[config.mk]
export PLATFORM = sky130hd
export DESIGN_NAME = fp_add_arbiter
export DESIGN_NICKNAME = d
export VERILOG_FILES = /design/src/rtl/fp_add_arbiter.sv
export SDC_FILE = /design/constraint.sdc
export NUM_CORES = 1
export LEC_CHECK = 0
export CAP_MARGIN = 20
export CORE_AREA = 2 2 155 157
export DETAILED_ROUTE_END_ITERATION = 10
export DIE_AREA = 0 0 157 159
export RECOVER_POWER = 25
export SETUP_SLACK_MARGIN = 0.5
export SYNTH_ARGS = -nofsm -noshare
export SYNTH_HDL_FRONTEND = slang
export SYNTH_SLANG_ARGS = --single-unit
export TNS_END_PERCENT = 30
[constraint.sdc]
create_clock -name clock -period 3.95 [get_ports clock]
set_clock_uncertainty 0.2 [all_clocks]
set_input_delay 0.395 -clock clock [delete_from_list [all_inputs] [get_ports clock]]
set_output_delay 0.395 -clock clock [all_outputs]
set_load 0.03 [all_outputs]
[src/rtl/fp_add_arbiter.sv]
// fp_add_arbiter: shares one pipelined fp_add datapath among NREQ requesters.
//
// A combinational round-robin search picks one eligible requester per cycle.
// Its operands go into the issue register that drives the fp_add. A {valid, id}
// tag follows each issue through a LATENCY-deep shift register. When the tag
// reaches the end, fpa_result belongs to that requester and is returned.
// Per-requester outstanding counters limit each requester to MAX_OUT
// operations in flight.
//
// Ports
//   clock       : single clock, rising edge
//   reset_n     : asynchronous active-low reset
//   req_valid   : [NREQ] operation request per requester
//   req_ready   : [NREQ] one-hot grant; transfer when valid & ready
//   req_a/req_b : [NREQ*32] operands, requester i at bits [32i+31:32i]
//   fpa_dataa/b : registered operands to the fp_add instance
//   fpa_result  : fp_add result, valid LATENCY cycles after operands
//   resp_valid  : one-cycle pulse marking a returned result
//   resp_id     : owner of resp_data
//   resp_data   : returned sum (fpa_result)
//   busy        : any operation in flight

// Counter sanity checks, kept apart from the datapath.
module fp_add_arbiter_chk #(
   parameter int NREQ    = 4,
   parameter int MAX_OUT = 4,
   parameter int CW      = 3
) (
   input logic                 clock,
   input logic                 reset_n,
   input logic [NREQ*CW-1:0]   outstanding,
   input logic [NREQ-1:0]      inc,
   input logic [NREQ-1:0]      dec
);
   // Flag any counter overflow or underflow before it can happen.
   always @(posedge clock) begin
      if (reset_n) begin
         for (int i = 0; i < NREQ; i++) begin
            assert (!(inc[i] && !dec[i] && (outstanding[i*CW +: CW] >= CW'(MAX_OUT))));
            assert (!(dec[i] && !inc[i] && (outstanding[i*CW +: CW] == {CW{1'b0}})));
            assert (outstanding[i*CW +: CW] <= CW'(MAX_OUT));
         end
      end
   end
endmodule

module fp_add_arbiter #(
   parameter int NREQ    = 4,
   parameter int LATENCY = 10,
   parameter int MAX_OUT = 4
) (
   input  logic                                      clock,
   input  logic                                      reset_n,
   input  logic [NREQ-1:0]                           req_valid,
   output logic [NREQ-1:0]                           req_ready,
   input  logic [NREQ*32-1:0]                        req_a,
   input  logic [NREQ*32-1:0]                        req_b,
   output logic [31:0]                               fpa_dataa,
   output logic [31:0]                               fpa_datab,
   input  logic [31:0]                               fpa_result,
   output logic                                      resp_valid,
   output logic [((NREQ > 1) ? $clog2(NREQ) : 1)-1:0] resp_id,
   output logic [31:0]                               resp_data,
   output logic                                      busy
);
   localparam int IDW = (NREQ > 1) ? $clog2(NREQ) : 1;
   localparam int CW  = $clog2(MAX_OUT + 1);
   localparam logic [CW-1:0] MAX_OUT_C = CW'(MAX_OUT);

   logic [IDW-1:0]     rr_ptr_r;
   logic [CW-1:0]      out_r [NREQ];
   logic               iss_vld_r;
   logic [IDW-1:0]     iss_id_r;
   logic [31:0]        dataa_r;
   logic [31:0]        datab_r;
   logic [LATENCY-1:0] tag_vld_r;
   logic [IDW-1:0]     tag_id_r [LATENCY];

   logic [NREQ-1:0]    rsp_hit_s;
   logic [NREQ-1:0]    elig_s;
   logic               grant_vld_s;
   logic [IDW-1:0]     grant_id_s;
   logic               accept_s;
   logic [31:0]        opa_s;
   logic [31:0]        opb_s;
   logic [NREQ*CW-1:0] out_flat_s;

   // (base + offset) mod NREQ, for offsets in 0..NREQ.
   function automatic logic [IDW-1:0] rr_index(input logic [IDW-1:0] base, input int offset);
      int sum;
      sum = int'(base) + offset;
      if (sum >= NREQ) begin
         return IDW'(sum - NREQ);
      end else begin
         return IDW'(sum);
      end
   endfunction

   // Eligibility. A response returning to i this cycle frees a slot at once,
   // so a requester at MAX_OUT can be accepted in the same cycle.
   always_comb begin
      rsp_hit_s = '0;
      elig_s    = '0;
      for (int i = 0; i < NREQ; i++) begin
         rsp_hit_s[i] = tag_vld_r[LATENCY-1] && (tag_id_r[LATENCY-1] == IDW'(i));
         elig_s[i]    = req_valid[i] && ((out_r[i] < MAX_OUT_C) || rsp_hit_s[i]);
      end
   end

   // Round-robin search upward from rr_ptr with wrap-around; the first hit wins.
   always_comb begin
      grant_vld_s = 1'b0;
      grant_id_s  = '0;
      for (int k = 0; k < NREQ; k++) begin
         grant_id_s  = (!grant_vld_s && elig_s[rr_index(rr_ptr_r, k)]) ? rr_index(rr_ptr_r, k) : grant_id_s;
         grant_vld_s = grant_vld_s | elig_s[rr_index(rr_ptr_r, k)];
      end
   end

   // One-hot ready. It is forced low while reset is held.
   always_comb begin
      req_ready = '0;
      if (grant_vld_s && reset_n) begin
         req_ready[grant_id_s] = 1'b1;
      end else begin
         req_ready = '0;
      end
   end

   assign accept_s = grant_vld_s && reset_n;

   // Operand mux for the granted requester.
   always_comb begin
      opa_s = 32'h0000_0000;
      opb_s = 32'h0000_0000;
      for (int i = 0; i < NREQ; i++) begin
         opa_s = opa_s | ((grant_id_s == IDW'(i)) ? req_a[i*32 +: 32] : 32'h0000_0000);
         opb_s = opb_s | ((grant_id_s == IDW'(i)) ? req_b[i*32 +: 32] : 32'h0000_0000);
      end
   end

   // Issue stage: operands plus tag on accept; a zero bubble otherwise.
   always_ff @(posedge clock or negedge reset_n) begin
      if (!reset_n) begin
         rr_ptr_r  <= '0;
         iss_vld_r <= 1'b0;
         iss_id_r  <= '0;
         dataa_r   <= 32'h0000_0000;
         datab_r   <= 32'h0000_0000;
      end else if (accept_s) begin
         rr_ptr_r  <= rr_index(grant_id_s, 1);
         iss_vld_r <= 1'b1;
         iss_id_r  <= grant_id_s;
         dataa_r   <= opa_s;
         datab_r   <= opb_s;
      end else begin
         rr_ptr_r  <= rr_ptr_r;
         iss_vld_r <= 1'b0;
         iss_id_r  <= '0;
         dataa_r   <= 32'h0000_0000;
         datab_r   <= 32'h0000_0000;
      end
   end

   // Tag shift register. The last stage lines up with fpa_result for the same
   // operand pair, so it drives the response directly.
   always_ff @(posedge clock or negedge reset_n) begin
      if (!reset_n) begin
         tag_vld_r <= '0;
         for (int s = 0; s < LATENCY; s++) begin
            tag_id_r[s] <= '0;
         end
      end else begin
         tag_vld_r[0] <= iss_vld_r;
         tag_id_r[0]  <= iss_id_r;
         for (int s = 1; s < LATENCY; s++) begin
            tag_vld_r[s] <= tag_vld_r[s-1];
            tag_id_r[s]  <= tag_id_r[s-1];
         end
      end
   end

   // Outstanding counters. Accept and response together cancel out.
   always_ff @(posedge clock or negedge reset_n) begin
      if (!reset_n) begin
         for (int i = 0; i < NREQ; i++) begin
            out_r[i] <= '0;
         end
      end else begin
         for (int i = 0; i < NREQ; i++) begin
            case ({req_ready[i], rsp_hit_s[i]})
               2'b10:   out_r[i] <= out_r[i] + CW'(1'b1);
               2'b01:   out_r[i] <= out_r[i] - CW'(1'b1);
               default: out_r[i] <= out_r[i];
            endcase
         end
      end
   end

   // Flatten the counters for the checker.
   always_comb begin
      out_flat_s = '0;
      for (int i = 0; i < NREQ; i++) begin
         out_flat_s[i*CW +: CW] = out_r[i];
      end
   end

   fp_add_arbiter_chk #(
      .NREQ    (NREQ),
      .MAX_OUT (MAX_OUT),
      .CW      (CW)
   ) u_chk (
      .clock       (clock),
      .reset_n     (reset_n),
      .outstanding (out_flat_s),
      .inc         (req_ready),
      .dec         (rsp_hit_s)
   );

   assign fpa_dataa  = dataa_r;
   assign fpa_datab  = datab_r;
   assign resp_valid = tag_vld_r[LATENCY-1];
   assign resp_id    = tag_id_r[LATENCY-1];
   assign resp_data  = fpa_result;
   assign busy       = iss_vld_r | (|tag_vld_r);
endmodule
==> results.txt <==
Port Buffers = 333
CP Class = flip-flop to primary output
Die Ht = 159 um
Core area = 23200 um2
Worst setup SP type = flip-flop
Number of enable flip-flop cells after synthesis = 0
Initial antenna violation count = 1
Routed vias/inst = 4.51
DIE AREA = 25000 um2
Detailed placer's ending HPWL = 19900 um
IO Count = 398
Vias = 4528
Pre-CTS setup slack = 662 ps
Reg2Reg Capture Point = out_flat_s[8]$_DFFE_PN0P_
CTS tree = yes
Peak VDD IR = 160 uV
Hold Fails Final Rpt = 0
Root Buffer Master = clkbuf_16
CTS buffer count = 9
Leak = 0.00373 uW
Ys Warns = 0
Flops & latches, synth = 111
Die width = 157 um
Area Overhead vs Synth = 71.7%
Placed cell count = 987
Post-synth cell types = 42
Pwr per Cell Area = 273 nW/um2
Layout cells sized above 1 = 0.0629
Nets = 981
Crit-path max FO = 8
Final worst-path cycle share = 0.842
Post-Syn Area = 5130 um2
Reg-to-Reg Start = resp_id[0]$_DFF_PN0_
Most used DFF post-synth = dfrtp_1
Worst-margin pin slew = 841 ps
Syn Inst Count = 391
Avg Cell Area, Syn = 13.1 um2
Global Route Usage Sum = 0.198
Vias in the first global route = 4857
Clock sink total = 111
Starting Density = 0.221
Final Util = 0.380
Clock Tree Buf Depth = 2
Post-CTS Setup Repair Bufs = 0
Hold Path Class = input port to async pin
Synth async-reset ratio = 1.00
H-tree depth = 3
R2R Setup Slk = 940 ps
Unrepaired setup endpoints after global routing = yes
Worst EP required = 3360 ps
First DRT Iteration DRCs = 287
Status = completed
Mapped Nets = 693
Crit path time final = 3330 ps
GP Congestion = 0.872
Drt pass-1 iters = 4
DRC = 0
Post-detailed-route count of antenna-violating nets = 0
Peak Freq = 301 MHz
Site Rows = 56
CP arrival = 2730 ps
Crit end category = primary output
Setup crit start = resp_id[0]$_DFF_PN0_
Final wirelength = 24800 um
Final Max Tran Viols = 0
Largest net degree at the start of global routing = 62
# setup viols final = 0
Clock Latency Late Sink = 350 ps
Final cell count without fillers = 1004
Slew HR = 0.439
Final setup TNS = 0 ps
Reg clk slew, reported paths = 80 ps
Grt total ovfl = 0
Max cap viols = 0
Worst r2r path cells = 11
Wire per inst = 24.7 um
PnR worst setup slack = 623 ps
Global-route wire length before repair = 34700 um
Filler instances = 2278
Sequential cell area fraction in the yosys report = 0.542
==> per-layer routing <==
layer	wire length (um)	GRT usage
met2	12200	0.330
met4	302	0.0425
met1	9130	0.222
met5	8	0
met3	3190	0.107
==> per-stage QoR <==
step	total power, uW	area, um2	hold slack, ps
after CTS	2450	8800	30.6
final	2400	8800	89.8
after floorplan	1220	5130	-101
after detailed placement	1460	8490	135
after global routing	2510	8800	155
after global placement	1460	8490	132
==> kinds of logic (layout without fill, tap and decap cells) <==
logic type | count (synthesis) | after routing | share of synthesized area
mux | 4 | 4 | 0.00878
fa+ha+maj | 8 | 8 | 0.0254
xor+xnor | 12 | 12 | 0.0205
other cells | 0 | 1 | 0
simple gates | 25 | 25 | 0.0285
compound gates | 156 | 156 | 0.280
flops | 111 | 111 | 0.542
buf+inv | 75 | 368 | 0.0956
==> power breakdown <==
part | switching [uW] | internal [uW] | total [uW]
Combinational | 77.2 | 227 | 304
Sequential | 0 | 1140 | 1140
Clock | 463 | 502 | 965
Total | 540 | 1860 | 2400
==> synth_stat cells, types with 2 or more instances <==
cell / number / area share
mux2_2: 4 / 0.0088
buf_6: 6 / 0.013
buf_4: 38 / 0.056
xnor2_1: 12 / 0.020
buf_2: 17 / 0.017
inv_1: 9 / 0.0066
o211ai_1: 3 / 0.0044
dfrtp_1: 111 / 0.54
o31ai_1: 2 / 0.0029
o21ai_0: 3 / 0.0029
nor4_1: 2 / 0.0024
nand2_1: 4 / 0.0029
clkbuf_1: 4 / 0.0029
o21ai_4: 2 / 0.0063
nor2_1: 7 / 0.0051
fa_1: 4 / 0.016
nor3_1: 2 / 0.0020
a221o_1: 64 / 0.12
o21a_1: 3 / 0.0044
ha_1: 4 / 0.0098
a22o_1: 64 / 0.11
a21oi_1: 6 / 0.0059
==> how the worst max path moves through the flow <==
| stage | slack (ps) | end |
|---|---|---|
| after CTS | 550 | req_ready[2] |
| final | 620 | req_ready[3] |
| after global placement | 670 | out_flat_s[5]$_DFFE_PN0P_ |
| after global routing | 470 | req_ready[3] |
| after detailed placement | 660 | out_flat_s[5]$_DFFE_PN0P_ |
| after floorplan | 720 | out_flat_s[8]$_DFFE_PN0P_ |
==> critical path, cell delays in order, from the launching register on <==
cell and delay (ps):
dfrtp_1 420, and3b_1 240, o21ai_4 280, nand2_2 150, a2111oi_4 470, clkdlybuf4s50_1 810
==> cell type report <==
cell class                 instances  area [um2]  share of cell area
multi-input combinational        205        1890               0.214
clock inverter                     7        81.3             0.00924
timing repair buffer             342        3390               0.386
tap                              319         399              0.0453
antenna                            1        2.50            0.000284
clock buffer                       9         225              0.0256
sequential                       111        2780               0.315
inverter                          10        37.5             0.00426
==> state kept, by name (all words and copies together) (netlist names) <==
register,cells
tag_id_r,18
fpa_datab,32
out_flat_s,12
resp_id,2
rr_ptr_r,2
iss_vld_r,1
tag_vld_r,10
fpa_dataa,32
iss_id_r,2
==> cell usage in the layout, fill, tap and decap left out, types with 2 or more instances in the layout <==
cell type        count
a21oi_1              6
a221o_1             64
a22o_1              64
buf_4               10
clkbuf_16            9
clkdlybuf4s50_1    330
clkinvlp_4           2
dfrtp_1            111
fa_1                 4
ha_1                 4
inv_1                9
inv_8                2
mux2_2               4
nand2_1              4
nor2_1               7
nor3_1               2
nor4_1               2
o211ai_1             3
o21a_1               3
o21ai_0              3
o21ai_2              2
o21ai_4              2
xnor2_1             12
==> timing repair <==
action                                 CTS  global route
endpoints found under the hold margin    0             0
hold buffers                             0             0
setup endpoints to repair                2             3
resized for setup                        1             1
gates cloned                             0             0
(Power assumes the default switching activity.)
